### config.mk
export PLATFORM = sky130hd
export DESIGN_NAME = pixie_dma_fetch
export DESIGN_NICKNAME = d
export VERILOG_FILES = /design/src/rtl/pixie_dma_fetch.sv
export SDC_FILE = /design/constraint.sdc
export NUM_CORES = 1
export LEC_CHECK = 0
export CAP_MARGIN = 25
export CELL_PAD_IN_SITES_DETAIL_PLACEMENT = 1
export CELL_PAD_IN_SITES_GLOBAL_PLACEMENT = 2
export CORE_MARGIN = 2
export CORE_UTILIZATION = 25
export CTS_BUF_LIST = sky130_fd_sc_hd__clkbuf_16
export CTS_CLUSTER_SIZE = 28
export DETAILED_ROUTE_END_ITERATION = 8
export PLACE_DENSITY = 0.78
export SLEW_MARGIN = 20
export SYNTH_ARGS = -nofsm -noshare
export SYNTH_HDL_FRONTEND = slang
export SYNTH_SLANG_ARGS = --single-unit
export TNS_END_PERCENT = 1
### constraint.sdc
create_clock -name clk -period 2.05 [get_ports clk]
set_input_delay 0.205 -clock clk [delete_from_list [all_inputs] [get_ports clk]]
set_output_delay 0.205 -clock clk [all_outputs]
set_load 0.005 [all_outputs]
### src/rtl/pixie_dma_fetch.sv
// pixie_dma_fetch: CDP1802-style DMA-out / interrupt-acknowledge sequencer
// feeding display bytes from work RAM to the cdp1861 video controller.
//
// state  | meaning
// -------+------------------------------------------------------------
// S_IDLE | no bus activity, waiting for DMAO or INT (sc=00)
// S_DMA  | DMA-out machine cycle: fetch RAM[R0], R0 += 1 (sc=10)
// S_INT  | interrupt acknowledge: R0 <= frame_base (sc=11)
//
// The state encoding equals the SC code, so sc is driven straight from state.
module pixie_dma_fetch #(
  parameter int AW      = 12,
  parameter int RAM_LAT = 1
) (
  input  logic          clk,
  input  logic          reset,
  input  logic          ce,
  input  logic          dma_req,
  input  logic          int_req,
  input  logic [AW-1:0] frame_base,
  output logic          ram_cs,
  output logic [AW-1:0] ram_addr,
  input  logic [7:0]    ram_dout,
  output logic [7:0]    data_out,
  output logic [1:0]    sc,
  output logic          tpa,
  output logic          tpb,
  output logic [AW-1:0] ptr,
  output logic          busy
);

  localparam logic [1:0] S_IDLE = 2'b00;
  localparam logic [1:0] S_DMA  = 2'b10;
  localparam logic [1:0] S_INT  = 2'b11;

  // ram_addr is loaded one tick ahead so it is already valid while ram_cs is high
  localparam logic [2:0] CYC_ADDR = 3'd1;
  localparam logic [2:0] CYC_CS   = 3'd2;
  localparam logic [2:0] CYC_CAP  = 3'(2 + RAM_LAT);
  localparam logic [2:0] CYC_TPA  = 3'd1;
  localparam logic [2:0] CYC_TPB  = 3'd6;
  localparam logic [2:0] CYC_END  = 3'd7;

  logic [2:0] cyc;
  logic [1:0] state;
  logic [1:0] state_nxt;
  logic       eom;

  assign eom = ce && (cyc == CYC_END);

  // Next-state decode; DMA has priority over INT, INT always returns to IDLE
  always_comb begin
    state_nxt = S_IDLE;
    case (state)
      S_IDLE, S_DMA: begin
        if (dma_req)      state_nxt = S_DMA;
        else if (int_req) state_nxt = S_INT;
      end
      default:            state_nxt = S_IDLE;
    endcase
  end

  // Machine-cycle tick counter, 8 ce ticks per machine cycle
  always_ff @(posedge clk) begin
    if (reset)   cyc <= 3'd0;
    else if (ce) cyc <= cyc + 3'd1;
  end

  // State register, advanced only at the end of a machine cycle
  always_ff @(posedge clk) begin
    if (reset)    state <= S_IDLE;
    else if (eom) state <= state_nxt;
  end

  // R0: post-increment after a DMA byte, reload from frame_base on INT acknowledge
  always_ff @(posedge clk) begin
    if (reset) begin
      ptr <= '0;
    end else if (eom) begin
      if (state == S_DMA)      ptr <= ptr + AW'(1);
      else if (state == S_INT) ptr <= frame_base;
    end
  end

  // RAM address latch; holds its last value outside DMA cycles
  always_ff @(posedge clk) begin
    if (reset)                                         ram_addr <= '0;
    else if (ce && state == S_DMA && cyc == CYC_ADDR) ram_addr <= ptr;
  end

  // Byte capture once the bram latency has elapsed; stays put through tpb
  always_ff @(posedge clk) begin
    if (reset)                                        data_out <= 8'h00;
    else if (ce && state == S_DMA && cyc == CYC_CAP) data_out <= ram_dout;
  end

  assign ram_cs = (state == S_DMA) && (cyc == CYC_CS);
  assign sc     = state;
  assign busy   = (state != S_IDLE);
  assign tpa    = (cyc == CYC_TPA);
  assign tpb    = (cyc == CYC_TPB);

endmodule

== Yosys cells after proc, flatten, opt, wreduce, memory -nomap -nowiden ==
Cells that the tools add are included.
Storage, ports and cells
  bits in registers: 37
  logic and storage cells: 29
  input bits: 25
  output and inout bits: 38
Operators by class
  equal/unequal tests: 7
  reduce and logical (&&, ||, !) cells: 10
  add/subtract/negate cells: 2
  multiplexer cells: 5
Operators with widths (number)
  $mux W12: 2
  $add A12 B1 Y12 const B: 1
  $eq A3 B2 Y1 const B: 2
  $eq A3 B3 Y1 const B: 2
  $mux W2: 3
  $logic_and A1 B1 Y1: 5
  $eq A2 B2 Y1 const B: 2
  $reduce_bool A2 Y1: 2
  $add A3 B1 Y3 const B: 1
  $eq A3 B1 Y1 const B: 1
  $logic_not A2 Y1: 1
  $reduce_and A2 Y1: 1
  $reduce_or A2 Y1: 1

== Longest topological paths before layout ==
  word-level depth: 3
  mapped depth: 8
  depth with buffers taken out: 6

== Worst setup path before layout ==
OpenSTA, ideal clock, no wires.
  path type: reg-to-reg
  start: register cyc[0]
  end: register ptr[11]
  arrival time: 1533 ps
  required time: 1926 ps
  cell stages (with the launch flop): 8
  path buffers: 1
  slack: 393 ps
  setup time: 124 ps
  period minus slack after synthesis: 1657 ps
  cell sequence: dfxtp_1 > ha_1 > ha_1 > and3_2 > buf_2 > and3_1 > a221oi_1 > o22ai_1
On the way
  word-level cells in the longest chain between the ends: 3
Ends and longest elaborated chain
  start: declaration: line 44  | logic [2:0] cyc;
  start signal: assignment: line 66  | else if (ce) cyc <= cyc + 3'd1;
  $eq A3 B3 Y1: line 49  | assign eom = ce && (cyc == CYC_END);
  $logic_and A1 B1 Y1: line 49
  $reduce_and A2 Y1 (no source line)
  end signal: assignment: line 80  | if (state == S_DMA) ptr <= ptr + AW'(1);
  end signal: assignment: line 81  | else if (state == S_INT) ptr <= frame_base;
  end: declaration: line 28  | output logic [AW-1:0] ptr,
Every way passes these cells.
A chain may end at the register's enable or synchronous reset.

== Worst setup path in the final report ==
  start: register state[1] (netlist: sc[1])
  end: output port ram_cs
On the way
  word-level cells in the longest chain between the ends: 2
Ends and longest elaborated chain
  start: declaration: line 45  | logic [1:0] state;
  start signal: assignment: line 72  | else if (eom) state <= state_nxt;
  $eq A2 B2 Y1: line 97  | assign ram_cs = (state == S_DMA) && (cyc == CYC_CS);
  $logic_and A1 B1 Y1: line 97
  end: declaration: line 21  | output logic ram_cs,
Every way passes these cells.

==> flow_summary.toml <==
[yosys]
syn_nets = 234
yosysMostFrequentCell = "dfxtp_1"
synthSimpleGateAreaFrac_pct = 23.0
synth_edf_count = 0
yosysWarnings = 0
synth_common_cells = "37 x dfxtp_1, 24 x nand2_1, 24 x nor2_1"
syn_area_um2 = 1770
synthAdderAreaFrac_pct = 4.25
synth_seq_cells = 37
synth_top_area_share_pct = 42.0
ys_top_cells_by_area = "dfxtp_1 42%, mux2i_1 7.4%, nand2_1 5.1%"
ys.flop_type = "dfxtp_1"
yosysSeqAreaShare_pct = 42.0
synth_top_family_by_area = "simple AND/OR/NAND/NOR gates"
async_reset_ff_share_pct = 0
synth_xor_area_share_pct = 0.496
synth_top_cell_by_area = "dfxtp_1"
synthMuxAreaShare_pct = 7.37
synth_cell_types = 43
avgSynthCellArea_um2 = 8.70
synth_compound_area_share_pct = 15.9
synthCells = 203

[job]
drv_cap = 0

[worst_setup_path]
worst-setup-path-type = "flop to output port"
required_ns = 1.85
cp-endpoint = "ram_cs"
path_buf_inv = 1
worstPathCellList = "nor2b_4 > and3_2 > clkdlybuf4s50_1"
startpoint = "sc[1]"
slowest_delay_ns = 0.49
cp.depth = 3
reg2reg_to = "ptr[11]"
rrSetupSlack_ns = 0.23
endpoint_kind = "output port"
start_kind = "flop"
crit_fanout = 8
cp_slowest_cell = "dfxtp_1"
crit_family = "flip-flops"
r2r_cells = 6
worstReg2RegStart = "cyc[0]"
arrival_ns = 1.70

[layout]
area_delta_synth_final_pct = 48.4
drive_above_1_share_pct = 8.58
final_cells = 364
fin_area_um2 = 2620
diodes = 0
nets = 298

[floorplan]
die_w_um = 88.0
die_h_um = 88.0
core_um2 = 6830
rows = 30
dieArea_um2 = 7750
top_level_ports = 63
start_util_pct = 25.8

[timing]
min_period_ns = 1.91
hold_viol = 0
rsz0062_at_grt = "false"
worst_slack_ns = 0.143
finClkSkew_ns = 0.00549
period_share_pct = 93.0
max_freq_ghz = 0.524
maxSlewViolCount = 0
setup_viol = 0
worst_pin_slew_ns = 0.375
slew_headroom_pct = 75.0
setup_tns_ns = 0

[power_and_ir_drop]
clkPwrFrac_pct = 47.6
vdd_drop_max_mv = 0.249
switching_share_pct = 22.1
p_switching_mw = 0.350
internal_power_mw = 1.23
p_per_area_nw_per_um2 = 604
leakagePower_nw = 0.928
pwr-share-comb_pct = 6.1
total_power_mw = 1.58
p_seq_share_pct = 46.2

[route]
dr.pass1.iters = 5
vias = 1720
routedWlPerCell_um = 14.4
route.detailed.drc = 0
drtIter0Drc = 55
antenna_left = 0
wirelength_mm = 5.23
via_per_inst = 4.73

[grt]
grt_max_degree = 27
track_usage_pct = 13.7
overflow = 0
grt_pass1_wl_mm = 8.10
antenna_found_initial = 0
grt_pass1_vias = 1594

[clock_tree]
cts_made_buffers = 5
clk_path_buf_depth = 2
clock_tree.root_cell = "clkbuf_16"
cts_sinks = 37
cts_tree = "done"
cts.clk_slew.worst_paths_ns = 0.06
htreeDepth = 2
clk-insertion-delay-late_ns = 0.28

[placed_design]
post-place-ws_ns = 0.264
dpl.hpwl_mm = 3.71
dp.cells = 354
place_area_um2 = 2460
gp_congestion = 0.733
numPortBuffers = 62

[hold_path]
worstHoldPathType = "flop to flop"

[outcome]
outcome = "finished clean"
==> power by group through the flow <==
stage	clock network [mW]	logic, mW	registers, mW
after floorplan	0	0.0340	0.745
after global placement	0	0.0976	0.746
after detailed placement	0	0.0980	0.747
after CTS	0.768	0.0987	0.731
after global routing	0.798	0.107	0.732
final	0.753	0.0972	0.731
==> layer usage <==
| metal | vias up | GRT usage (%) | share of wire [%] |
|---|---|---|---|
| li1 | 847 | - | - |
| met1 | 824 | 18.9 | 47 |
| met2 | 42 | 21.3 | 48 |
| met3 | 7 | 2.73 | 3.9 |
| met4 | 0 | 4.96 | 1.5 |
| met5 | - | 0 | 0 |
==> worst min-delay path, cell delays in order (launching register included) <==
cell,delay [ns]
dfxtp_1,0.31
nand2_1,0.05
a21oi_1,0.05
==> registers in the layout (all words and copies together) (netlist names) <==
signal,flops
cyc,3
data_out,8
ptr,12
ram_addr,12
sc,2
==> stage by stage <==
step	utilization, %	hold WS, ns
after floorplan	-	0.341
after global placement	36.0	0.441
after detailed placement	36.0	0.453
after CTS	38.1	0.461
after global routing	38.4	0.478
final	38.4	0.457
==> what timing repair did <==
| action | 4_1_cts | 5_1_grt |
|---|---|---|
| hold buffers | 0 | 0 |
| setup endpoints to repair | 0 | 1 |
| setup buffers | 0 | 2 |
| gates resized for setup | 0 | 0 |
==> final cells by class <==
type / count / area, um2
Timing Repair Buffer: 72 / 696
Sequential cell: 37 / 741
Clock buffer: 5 / 125
Fill cell: 808 / 4210
Clock inverter: 3 / 17.5
Tap cell: 96 / 120
Inverter: 5 / 18.8
Multi-Input combinational cell: 146 / 902
==> worst min path at each step <==
| stage | from | end | slack, ns | depth (start not counted) |
|---|---|---|---|---|
| after CTS | data_out[6] | data_out[6] | 0.46 | 2 |
| after detailed placement | data_out[6] | data_out[6] | 0.45 | 2 |
| after global placement | data_out[0] | data_out[0] | 0.44 | 2 |
| final | data_out[6] | data_out[6] | 0.46 | 2 |
| after global routing | ram_dout[3] | data_out[3] | 0.48 | 3 |
| after floorplan | ram_dout[0] | data_out[0] | 0.34 | 2 |
==> cell families (layout without fill, tap and decap cells) <==
logic type | count (synthesis) | count (layout)
XOR/XNOR | 1 | 1
AO/OA/AOI/OAI | 44 | 44
flip-flops | 37 | 37
buffers and inverters | 20 | 85
adder cells (fa/ha/maj) | 6 | 6
multiplexers | 13 | 13
AND/OR/NAND/NOR | 82 | 82
==> cells in the final DEF, fill, tap and decap left out, drive strengths merged, types with 2 or more instances in the layout <==
master / n
clkdlybuf4s50: 62
dfxtp: 37
nand2: 24
nor2: 24
a21oi: 17
mux2i: 13
buf: 10
a211oi: 7
and3: 7
nand3: 6
nand4: 6
ha: 6
inv: 5
o21ai: 5
clkbuf: 5
a21o: 3
and2: 2
nor4b: 2
o21bai: 2
a41o: 2
a221oi: 2
o22ai: 2
clkinv: 2
nor2b: 2
Note: power is estimated with default switching activity, not from simulation.
